--- src/rtl/cnn_window_gen.sv ---
// -----------------------------------------------------------------------------
// cnn_window_gen
//
// Sliding-window generator for the CNN kernel datapath. Takes a raster-order
// pixel stream, keeps KY-1 previous lines in line buffers and, for every
// stride-1 unpadded window position, presents a KX*KY window with a one-cycle
// valid strobe.
//
// Parameters:
//   KX, KY     window width / height (KY >= 2)
//   I_FM_BW    pixel width in bits
//   IMG_W      frame width in pixels (>= KX)
//   IMG_H      frame height in pixels (>= KY)
//
// Ports:
//   clk              clock, all logic on the rising edge
//   reset_n          synchronous active-low reset (highest priority)
//   i_soft_reset     synchronous clear, same effect as reset_n
//   i_in_pixel       raster-order input pixel
//   i_in_valid       pixel accepted whenever high (no backpressure)
//   o_ot_fmap        window; element e = ky*KX+kx at [I_FM_BW*e +: I_FM_BW],
//                    ky=0 top (oldest) row, kx=0 left (oldest) column
//   o_ot_valid       single-cycle strobe: o_ot_fmap holds a new window
//   o_ot_frame_done  single-cycle pulse alongside the last window of a frame
//
// Build option:
//   CNN_WIN_FRAME_DONE_EN  when defined, o_ot_frame_done is generated;
//                          otherwise it is tied to 0 and has no register.
// -----------------------------------------------------------------------------
module cnn_window_gen #(
  parameter int KX      = 3,
  parameter int KY      = 3,
  parameter int I_FM_BW = 8,
  parameter int IMG_W   = 8,
  parameter int IMG_H   = 8
) (
  input  logic                       clk,
  input  logic                       reset_n,
  input  logic                       i_soft_reset,
  input  logic [I_FM_BW-1:0]         i_in_pixel,
  input  logic                       i_in_valid,
  output logic [KX*KY*I_FM_BW-1:0]   o_ot_fmap,
  output logic                       o_ot_valid,
  output logic                       o_ot_frame_done
);

  localparam int COL_W = (IMG_W > 1) ? $clog2(IMG_W) : 1;
  localparam int ROW_W = (IMG_H > 1) ? $clog2(IMG_H) : 1;

  localparam logic [COL_W-1:0] COL_LAST      = COL_W'(IMG_W - 1);
  localparam logic [COL_W-1:0] COL_EMIT_MIN  = COL_W'(KX - 1);
  localparam logic [ROW_W-1:0] ROW_LAST      = ROW_W'(IMG_H - 1);
  localparam logic [ROW_W-1:0] ROW_FILL_LAST = ROW_W'(KY - 2);

  typedef enum logic {
    S_FILL,
    S_RUN
  } state_t;

  state_t state_q, state_d;

  logic [COL_W-1:0] col_q, col_d;
  logic [ROW_W-1:0] row_q, row_d;

  // Window registers: [ky][kx][bit]. The packed layout places element
  // (ky,kx) at bit offset (ky*KX+kx)*I_FM_BW, which is exactly the output
  // format, so the window can be copied straight into o_ot_fmap.
  logic [KY-1:0][KX-1:0][I_FM_BW-1:0] win_q, win_d;

  logic [KX*KY*I_FM_BW-1:0] fmap_q;
  logic                     valid_q;

  logic clr;
  logic accept;
  logic col_at_last;
  logic row_at_last;
  logic emit;

  assign clr    = ~reset_n | i_soft_reset;
  assign accept = i_in_valid & ~clr;

  assign col_at_last = (col_q == COL_LAST);
  assign row_at_last = (row_q == ROW_LAST);

  // ---------------------------------------------------------------------------
  // Line buffers. Buffer 0 holds the oldest line, buffer KY-2 the line just
  // above the current one. All buffers are read and written at column col_q
  // in the same cycle, so each accepted pixel pushes the column up one line.
  // Read is asynchronous because the freshly read column feeds the window
  // shift of the very same pixel.
  // ---------------------------------------------------------------------------
  logic [KY-2:0][I_FM_BW-1:0] lb_rd;
  logic [KY-2:0][I_FM_BW-1:0] lb_wdata;
  logic [KY-1:0][I_FM_BW-1:0] col_new;

  genvar gi;
  generate
    for (gi = 0; gi < KY - 1; gi++) begin : g_lb
      logic [I_FM_BW-1:0] mem_q [IMG_W];

      assign lb_rd[gi]   = mem_q[col_q];
      assign col_new[gi] = lb_rd[gi];

      if (gi == KY - 2) begin : g_newest
        assign lb_wdata[gi] = i_in_pixel;
      end else begin : g_older
        assign lb_wdata[gi] = lb_rd[gi+1];
      end

      // Contents need no reset: rows 0..KY-2 of every frame rewrite each
      // column before any emitted window can depend on it.
      always_ff @(posedge clk) begin
        if (accept) begin
          mem_q[col_q] <= lb_wdata[gi];
        end
      end
    end
  endgenerate

  assign col_new[KY-1] = i_in_pixel;

  // ---------------------------------------------------------------------------
  // Next-state: counters, FSM, window shift, emit decision
  // ---------------------------------------------------------------------------
  always_comb begin
    state_d = state_q;
    col_d   = col_q;
    row_d   = row_q;
    emit    = 1'b0;

    if (i_in_valid) begin
      if (col_at_last) begin
        col_d = '0;
        row_d = row_at_last ? '0 : row_q + 1'b1;
      end else begin
        col_d = col_q + 1'b1;
      end

      case (state_q)
        S_FILL: begin
          if ((row_q == ROW_FILL_LAST) && col_at_last) begin
            state_d = S_RUN;
          end
        end
        S_RUN: begin
          // Only complete windows: left column must lie in the current row.
          emit = (col_q >= COL_EMIT_MIN);
          if (row_at_last && col_at_last) begin
            state_d = S_FILL;
          end
        end
        default: state_d = S_FILL;
      endcase
    end
  end

  always_comb begin
    win_d = win_q;
    if (i_in_valid) begin
      for (int ky = 0; ky < KY; ky++) begin
        for (int kx = 0; kx < KX - 1; kx++) begin
          win_d[ky][kx] = win_q[ky][kx+1];
        end
        win_d[ky][KX-1] = col_new[ky];
      end
    end
  end

  always_ff @(posedge clk) begin
    if (clr) begin
      state_q <= S_FILL;
      col_q   <= '0;
      row_q   <= '0;
      win_q   <= '0;
      fmap_q  <= '0;
      valid_q <= 1'b0;
    end else begin
      state_q <= state_d;
      col_q   <= col_d;
      row_q   <= row_d;
      win_q   <= win_d;
      valid_q <= emit;
      // Output window only updates on a strobe so it holds between windows.
      if (emit) begin
        fmap_q <= win_d;
      end
    end
  end

  assign o_ot_fmap  = fmap_q;
  assign o_ot_valid = valid_q;

`ifdef CNN_WIN_FRAME_DONE_EN
  logic done_q;

  always_ff @(posedge clk) begin
    if (clr) begin
      done_q <= 1'b0;
    end else begin
      done_q <= emit & row_at_last & col_at_last;
    end
  end

  assign o_ot_frame_done = done_q;
`else
  assign o_ot_frame_done = 1'b0;
`endif

endmodule

--- config.mk ---
export PLATFORM = sky130hd
export DESIGN_NAME = cnn_window_gen
export DESIGN_NICKNAME = d
export VERILOG_FILES = /design/src/rtl/cnn_window_gen.sv
export SDC_FILE = /design/constraint.sdc
export NUM_CORES = 1
export LEC_CHECK = 0
export ABC_AREA = 0
export BUFFER_PORTS_ARGS = -buffer_cell sky130_fd_sc_hd__buf_2
export CORE_MARGIN = 5
export CORE_UTILIZATION = 39
export CTS_CLUSTER_DIAMETER = 150
export DETAILED_ROUTE_END_ITERATION = 8
export GPL_TIMING_DRIVEN = 1
export HOLD_SLACK_MARGIN = 0.08
export PLACE_DENSITY = 0.65
export SETUP_SLACK_MARGIN = 0.3
export SLEW_MARGIN = 20
export SYNTH_ARGS = -nofsm -noshare
export SYNTH_HDL_FRONTEND = slang
export SYNTH_SLANG_ARGS = --single-unit
export TNS_END_PERCENT = 50
--- constraint.sdc ---
create_clock -name clk -period 3.4 [get_ports clk]
set_clock_uncertainty 0.15 [all_clocks]
set_input_delay 0.17 -clock clk [delete_from_list [all_inputs] [get_ports clk]]
set_output_delay 0.17 -clock clk [all_outputs]
set_load 0.02 [all_outputs]
# Word-level counts from Yosys, hierarchy flattened

Memory sizes are Yosys's and may differ from the RTL's. A register that Yosys moved wholly into a read port is not among the register bits.
Index checks and enable logic that the tools add are counted.

Add/sub/neg operators: 2
$lt $le $gt $ge: 1
Eq/ne operators: 3
Mux-type cells: 14
Bitwise logic cells: 5
Reductions and logical operators: 3

Operator list:

| operator              | count |
|---|---|
| $mux W72              | 1 |
| $mux W3               | 6 |
| $add A3 B1 Y3 const B | 2 |
| $eq A3 B3 Y1 const B  | 2 |
| $mux W1               | 6 |
| $eq A3 B1 Y1 const B  | 1 |
| $ge A3 B2 Y1 const B  | 1 |
| $not A1 Y1            | 3 |
| $logic_and A1 B1 Y1   | 2 |
| $pmux W1 S2           | 1 |
| $reduce_and A2 Y1     | 1 |
| $and A1 B1 Y1         | 1 |
| $or A1 B1 Y1          | 1 |

Register bits: 152
RAM bits: 128
Bits of input ports: 12
Memories kept: 2

Memory list:

| name          | depth | bits a word | read ports | clocked after Yosys merged registers in | wr ports | RTL line | RTL |
|---|---|---|---|---|---|---|---|
| g_lb[0].mem_q | 8     | 8           | 1          | 1                                       | 1        | 99       | `logic [I_FM_BW-1:0] mem_q [IMG_W];` |
| g_lb[1].mem_q | 8     | 8           | 1          | 1                                       | 1        | 99       |  |

# Depth between registers and ports, before layout

Gate-level depths: netlist (run 1).

Word-level depth: 6
Gate-level depth with buffers: 7
Mapped depth without buffers: 5

# Worst setup path after synthesis (run 1)

OpenSTA, ideal clock, no wires.

Kind: in2reg
Start point: in i_in_valid
End point: mem g_lb[0].mem_q[0][0] (enable)
Arrival time: 2.379 ns
Data required time: 2.820 ns
Path slack: 0.441 ns
Cell stages on the path: 5
Path buffers: 3
Cell sequence: buf_2 > buf_4 > buf_2 > nand2_1 > nor4_1

Cells in the longest elaborated chain, start to end: 3

Ends and longest elaborated chain:

| element                       | RTL line | RTL |
|---|---|---|
| start: declaration            | 41       | `input logic i_in_valid,` |
| $and A1 B1 Y1                 | 80       | `assign accept = i_in_valid & ~clr;` |
| $mux W1                       | 113      | `if (accept) begin` |
| $mux W1 (not written as such) | 114      | `mem_q[col_q] <= lb_wdata[gi];` |
| end: declaration              | 99       |  |

No other way between the ends.

==> metrics.md, run 1 <==
| Metric | Value |
|---|---|
| Status | `finished clean` |
| Initial antenna violation count | `0` |
| CP endpoint kind | `register` |
| Met3 wire length | `about 1200 µm` |
| Slew Limit Headroom | `0.4950` |
| Num CTS Buffers | `29` |
| ANT nets after route | `0` |
| Core ar. | `26730 µm²` |
| Met1 wire length | `9475 µm` |
| Max-cap violation count | `0` |
| RSZ-0062 raised after global routing | `false` |
| CP Cell Sequence | `mux4_2, mux2i_4, a21oi_1, dlygate4sd3_1` |
| Die Area | `30280 µm²` |
| First-pass GRT wire length | `around 34000 µm` |
| Count of final setup violators | `0` |
| Placed cells | `1121` |
| Post_cts resized | `0` |
| Synth area leaders | `edfxtp_1, dfxtp_1, mux4_2, mux2i_1, nor2_1` |
| P&R area growth vs syn | `16.79%` |
| CTS clk-pin slew, worst paths | `0.06 ns` |
| Final non-filler cell total | `around 1200` |
| GP Congestion | `about 0.74` |
| Clock H-tree levels | `1` |
| Post-Route Setup TNS | `0 ns` |
| Grt ovf | `0` |
| Routed vias | `about 6000` |
| Count leader, synth | `dfxtp_1` |
| Async set-reset flop share out of synthesis | `0` |
| # rows | `60` |
| Input/output buffers | `84` |
| Post-CTS Setup Bufs | `0` |
| Hold Path Class | `in -> reg` |
| Post-Syn Instances | `728` |
| Fillcell total | `2379` |
| Clock root cell | `clkbuf_16` |
| Final Cycle Share | `0.7619` |
| Diode count | `0` |
| Avg Cell Area, Syn | `between 10 and 15 µm²` |
| Mapped Area | `10490 µm²` |
| Initial DRC count | `290` |
| Peak supply drop | `just over 0.0004 V` |
| Cell family with most CP delay | `multiplexers` |
| Layout cells sized above 1 | `0.2754` |
| Nature of the critical path startpoint | `register` |
| Fin crit period | `roughly 2.6 ns` |
| Io pins | `86` |
| WS Path Type | `reg -> reg` |
| Post-CTS Hold Buffers | `12` |
| Clk sink count | `~280` |
| Fin. Hold Viols | `0` |
| Post-route cell area | `about 12000 µm²` |
| EDFF count, synth | `between 100 and 150` |
| Gr usage total | `0.1372` |
| Synthesis warning total | `0` |
| Vias in the first global route | `about 6000` |
| Slew Viols, Final | `0` |
| Slowest cell on the critical path | `dfxtp_2` |
| Post-synthesis sequential area ratio | `0.6621` |
| PD cells | `around 560 nW/µm²` |
| Hpwl dp | `about 13000 µm` |
| WL met2 | `around 10000 µm` |
| Dominant synthesized flop cell | `dfxtp_1` |
| Routed wire length | `~21000 µm` |
| Crit-path max cell delay | `approximately 0.73 ns` |
| Pre-Repair DR Iteration Count | `4` |
| Synth area leader | `edfxtp_1` |
| CP max FO | `17` |
| Total chip power | `around 6.9 mW` |
| DRC | `0` |
| Post-synth cell types | `29` |
| Routed wire length per instance | `17.70 µm` |
| Die width | `between 150 and 200 µm` |
| Highest Signal Layer | `met4` |
| Sum of buffers and inverters on the critical path | `1` |
| Synthesis-stage register bit count | `between 200 and 300` |
| FMAX | `386.0 MHz` |
| CP arrival | `between 2 and 3 ns` |
| Worst-Skew Late Latency | `around 0.53 ns` |
| Initial Util | `0.3926` |
| Clock Tree Buf Depth | `3` |
| Post-synth top cells | `dfxtp_1, edfxtp_1, nor2_1` |
| Post-DR vias/cell | `4.936` |
| Yosys top cell area share | `0.3664` |
| Post-Syn Nets | `747` |
| CTS tree | `done` |
| Pleak | `~4.4 nW` |
| DP Area | `around 11000 µm²` |
| Req. time, crit path | `around 3.7 ns` |
| Final Net Count | `roughly 840` |
| Largest net degree at the start of global routing | `58` |
| Slew @ Worst Pin | `about 0.76 ns` |
| Die Span Y | `about 170 µm` |
[report_power, final]
| part | switching [mW] | leakage, nW | total (mW) | internal [mW] |
|---|---|---|---|---|
| Sequential | 0.0187 | 2.41 | 3.60 | 3.58 |
| Clock | 1.26 | 0.453 | 3.04 | 1.78 |
| Combinational | 0.147 | 1.56 | 0.238 | 0.0910 |
[layout make-up]
type / count / area [µm²] / share of cell area
repair buffers: 117 / 700.7 / 0.05718
well taps: 341 / 426.7 / 0.03482
clock buffers: 39 / 790.8 / 0.06454
multi-input cells: 382 / 3219 / 0.2627
clock inverters: 15 / 130.1 / 0.01062
inverters: 10 / 37.54 / 0.003063
flip-flops and latches: 283 / 6948 / 0.5670
[worst paths after layout]
kind	from	endpoint	slack, ns	depth (start not counted)
setup / recovery	register	win_q[46]	0.81	4
hold / removal	reset_n	win_q[45]	0.18	5
setup reg to reg	register	win_q[46]	0.81	4
hold reg to reg	row_q[2]	row_q[2]	0.34	2
[worst reg2reg max path, stage by stage, from the launching register on]
cell           delay [ns]
dfxtp_2              0.73
mux4_2               0.61
mux2i_4              0.29
a21oi_1              0.12
dlygate4sd3_1        0.57
[logic make-up (layout without fill, tap and decap cells)]
kind of cell / count (synthesis) / in the layout / synth area share
compound gates: 124 / 124 / 0.08957
fa+ha+maj: 7 / 7 / 0.008348
buf+inv: 63 / 181 / 0.03554
flops: 283 / 283 / 0.6621
mux: 108 / 108 / 0.1507
other cells: 1 / 1 / 0.0003574
simple gates: 142 / 142 / 0.05331
[flip-flops by register name (all words and copies together), names as in the netlist, named ones only]
register / flops
state_q: 1
win_q: 72
o_ot_fmap: 72
g_lb.mem_q: 128
row_q: 3
col_q: 3
o_ot_valid: 1
[layer usage]
metal,vias up,global-route usage
met3,27,0.03110
met2,137,0.2263
li1,2867,-
met5,-,0
met4,0,0.03365
met1,2828,0.1854
[per-stage QoR]
| stage | util | hold WS [ns] | worst slack, ns |
|---|---|---|---|
| 2_1_floorplan | - | 0.1189 | 0.4409 |
| 3_3_place_gp | 0.4195 | 0.3098 | 0.7988 |
| 3_5_place_dp | 0.4195 | 0.3207 | 0.7932 |
| 4_1_cts | 0.4585 | 0.1644 | 0.7795 |
| 5_1_grt | 0.4585 | 0.1970 | 0.6490 |
| 6_report | 0.4585 | 0.1814 | 0.8096 |
[layout by cell type (no fill, tap or decap), types with 2 or more instances in the layout]
master,netlist,final
clkbuf_16,0,29
clkinvlp_4,0,2
clkbuf_8,0,2
a211oi_1,23,23
nand3_1,2,2
a211oi_2,34,34
bufinv_16,0,2
buf_4,2,22
a21oi_1,33,33
buf_2,17,83
edfxtp_1,128,128
inv_1,10,10
o21ai_0,32,32
clkinv_2,0,7
clkbuf_4,0,2
clkbuf_1,18,6
nor2_1,124,124
clkinv_1,0,3
nor3_2,0,4
ha_1,7,7
mux2i_1,68,68
mux4_2,32,32
nand2_1,6,6
dfxtp_1,155,154
mux2i_4,8,8
dlygate4sd3_1,0,12
Note: power is estimated with default switching activity, not from simulation.
==> run 2, diff against run 1 <==
==> constraint.sdc (replaced) <==
create_clock -name clk -period 2.7 [get_ports clk]
set_clock_uncertainty 0.15 [all_clocks]
set_input_delay 0.135 -clock clk [delete_from_list [all_inputs] [get_ports clk]]
set_output_delay 0.135 -clock clk [all_outputs]
set_load 0.02 [all_outputs]
==> metrics.md, run 2 (synthesis gave the netlist of run 1 again) <==
| Metric | Value |
|---|---|
| Slew @ Worst Pin | `between 0.7 and 0.8 ns` |
| Input/output buffers | `between 80 and 90` |
| Hpwl dp | `12950 µm` |
| Cell family with most CP delay | `buffers and inverters` |
| Pleak | `between 4 and 5 nW` |
| WL met2 | `roughly 9900 µm` |
| Initial Util | `0.3926` |
| Most common cell after layout, fill and taps aside | `dfxtp_1` |
| Most frequent cells in the layout | `dfxtp_1, edfxtp_1, nor2_1` |
| Post-Route Setup TNS | `0 ns` |
| Status | `finished clean` |
| Vias in the first global route | `about 6000` |
| PnR worst setup slack | `between 0.3 and 0.4 ns` |
| Diode count | `0` |
| Req. time, crit path | `about 3.0 ns` |
| Clock H-tree levels | `1` |
| Initial DRC count | `356` |
| Grt ovf | `0` |
| Post_cts resized | `0` |
| CP endpoint | `win_q[46]` |
| Post-DR vias/cell | `~5.0` |
| PD cells | `706.5 nW/µm²` |
| Top reg by flops | `g_lb.mem_q` |
| FMAX | `about 430 MHz` |
| Count of final setup violators | `0` |
| Max FFs per register | `128` |
| Fin crit period | `2.319 ns` |
| CTS tree | `done` |
| P&R area growth vs syn | `17.57%` |
| Worst-Skew Late Latency | `0.54 ns` |
| Pre-CTS setup slack | `0.5096 ns` |
| Core ar. | `about 27000 µm²` |
| Pre-Repair DR Iteration Count | `4` |
| GP Congestion | `0.7400` |
| CP arrival | `approximately 2.6 ns` |
| DRC | `0` |
| Met1 wire length | `approximately 9600 µm` |
| Final Cycle Share | `0.8590` |
| Crit-path max cell delay | `0.56 ns` |
| First-pass GRT wire length | `roughly 33000 µm` |
| Hold Path Class | `in -> reg` |
| CP Cell Sequence | `buf_12, mux4_2, mux2i_4, a21oi_1, dlygate4sd3_1` |
| Routed wire length | `~21000 µm` |
| Slowest cell on the critical path | `dlygate4sd3_1` |
| Slew Limit Headroom | `0.5221` |
| Met3 wire length | `1088 µm` |
| Fin. Hold Viols | `0` |
| Die width | `174.0 µm` |
| CP endpoint kind | `register` |
| WS Path Type | `reg -> reg` |
| Routed vias | `between 5000 and 6000` |
| Max-cap violation count | `0` |
| Layout cells sized above 1 | `0.2743` |
| Nature of the critical path startpoint | `register` |
| # rows | `60` |
| Routed wire length per instance | `around 18 µm` |
| Slew Viols, Final | `0` |
| Final Net Count | `about 840` |
| Reg2reg path depth | `5` |
| ANT nets after route | `0` |
| Post-CTS Setup Bufs | `0` |
| Peak supply drop | `roughly 0.00043 V` |
| Clock Tree Buf Depth | `3` |
| Num CTS Buffers | `28` |
| CP max FO | `16` |
| RSZ-0062 raised after global routing | `false` |
| Sum of buffers and inverters on the critical path | `2` |
| Critical path depth in cells | `5` |
| CTS clk-pin slew, worst paths | `~0.06 ns` |
| Gr usage total | `0.1353` |
| Clock root cell | `clkbuf_16` |
| Die Span Y | `174.0 µm` |
| Initial antenna violation count | `0` |
| Highest Signal Layer | `met4` |
| Reg2reg setup slack | `between 0.3 and 0.4 ns` |
| Die Area | `between 30000 and 40000 µm²` |
| Fillcell total | `between 2000 and 2500` |
| Clk sink count | `around 280` |
| Worst R2R End | `win_q[46]` |
| Io pins | `86` |
| Largest net degree at the start of global routing | `a little over 60` |
==> run 2: per-layer routing <==
| layer | track usage | vias up |
|---|---|---|
| li1 | - | 2866 |
| met1 | 0.1856 | 2839 |
| met2 | 0.2261 | 129 |
| met3 | 0.02262 | 28 |
| met4 | 0.03266 | 0 |
| met5 | 0 | - |
==> run 2: worst min-delay path by stage <==
stage | slack (ns) | depth (start not counted) | to | start
finish | 0.17 | 3 | win_q[54] | reset_n
detailed placement | 0.30 | 1 | g_lb[1].mem_q[5][1] | i_in_pixel[1]
CTS | 0.16 | 5 | win_q[40] | reset_n
floorplan | 0.08 | 0 | g_lb[1].mem_q[0][0] | i_in_pixel[0]
global placement | 0.29 | 1 | g_lb[1].mem_q[5][1] | i_in_pixel[1]
global route | 0.18 | 5 | win_q[23] | reset_n
==> run 2: worst reg2reg max path, cell delays in order, from the launching register on <==
cell and delay, ns:
dfxtp_2 0.41, buf_12 0.20, mux4_2 0.56, mux2i_4 0.22, a21oi_1 0.10, dlygate4sd3_1 0.56
==> run 2: area by class of cell <==
type | instances | area [µm²] | share of cell area
sequential | 283 | 6948 | 0.5633
multi-input combinational | 382 | 3219 | 0.2610
timing repair buffer | 115 | 765.7 | 0.06208
clock buffer | 37 | 758.2 | 0.06147
tap | 341 | 426.7 | 0.03459
clock inverter | 15 | 178.9 | 0.01451
inverter | 10 | 37.54 | 0.003043
==> run 2: power breakdown <==
part           total [mW]  internal [mW]  switching, mW
Sequential           4.53           4.51         0.0181
Clock                3.87           2.28           1.59
Combinational       0.314          0.120          0.194
Total                8.71           6.91           1.80
==> run 2: per-stage QoR <==
stage | utilization | cells | cell area, µm² | hold WS [ns] | power [mW]
floorplan | - | 728 | 10500 | 0.08387 | 4.836
global placement | 0.4210 | 1118 | 11250 | 0.2866 | 4.918
detailed placement | 0.4210 | 1118 | 11250 | 0.3004 | 4.923
CTS | 0.4606 | 1182 | 12310 | 0.1555 | 8.811
global route | 0.4615 | 1183 | 12330 | 0.1759 | 9.042
finish | 0.4615 | 1183 | 12330 | 0.1671 | 8.714
==> run 2: repair_timing <==
item / in CTS / in global routing
endpoints found under the hold margin: 116 / 0
endpoints found under the setup margin: 0 / 1
hold buffers: 12 / 0
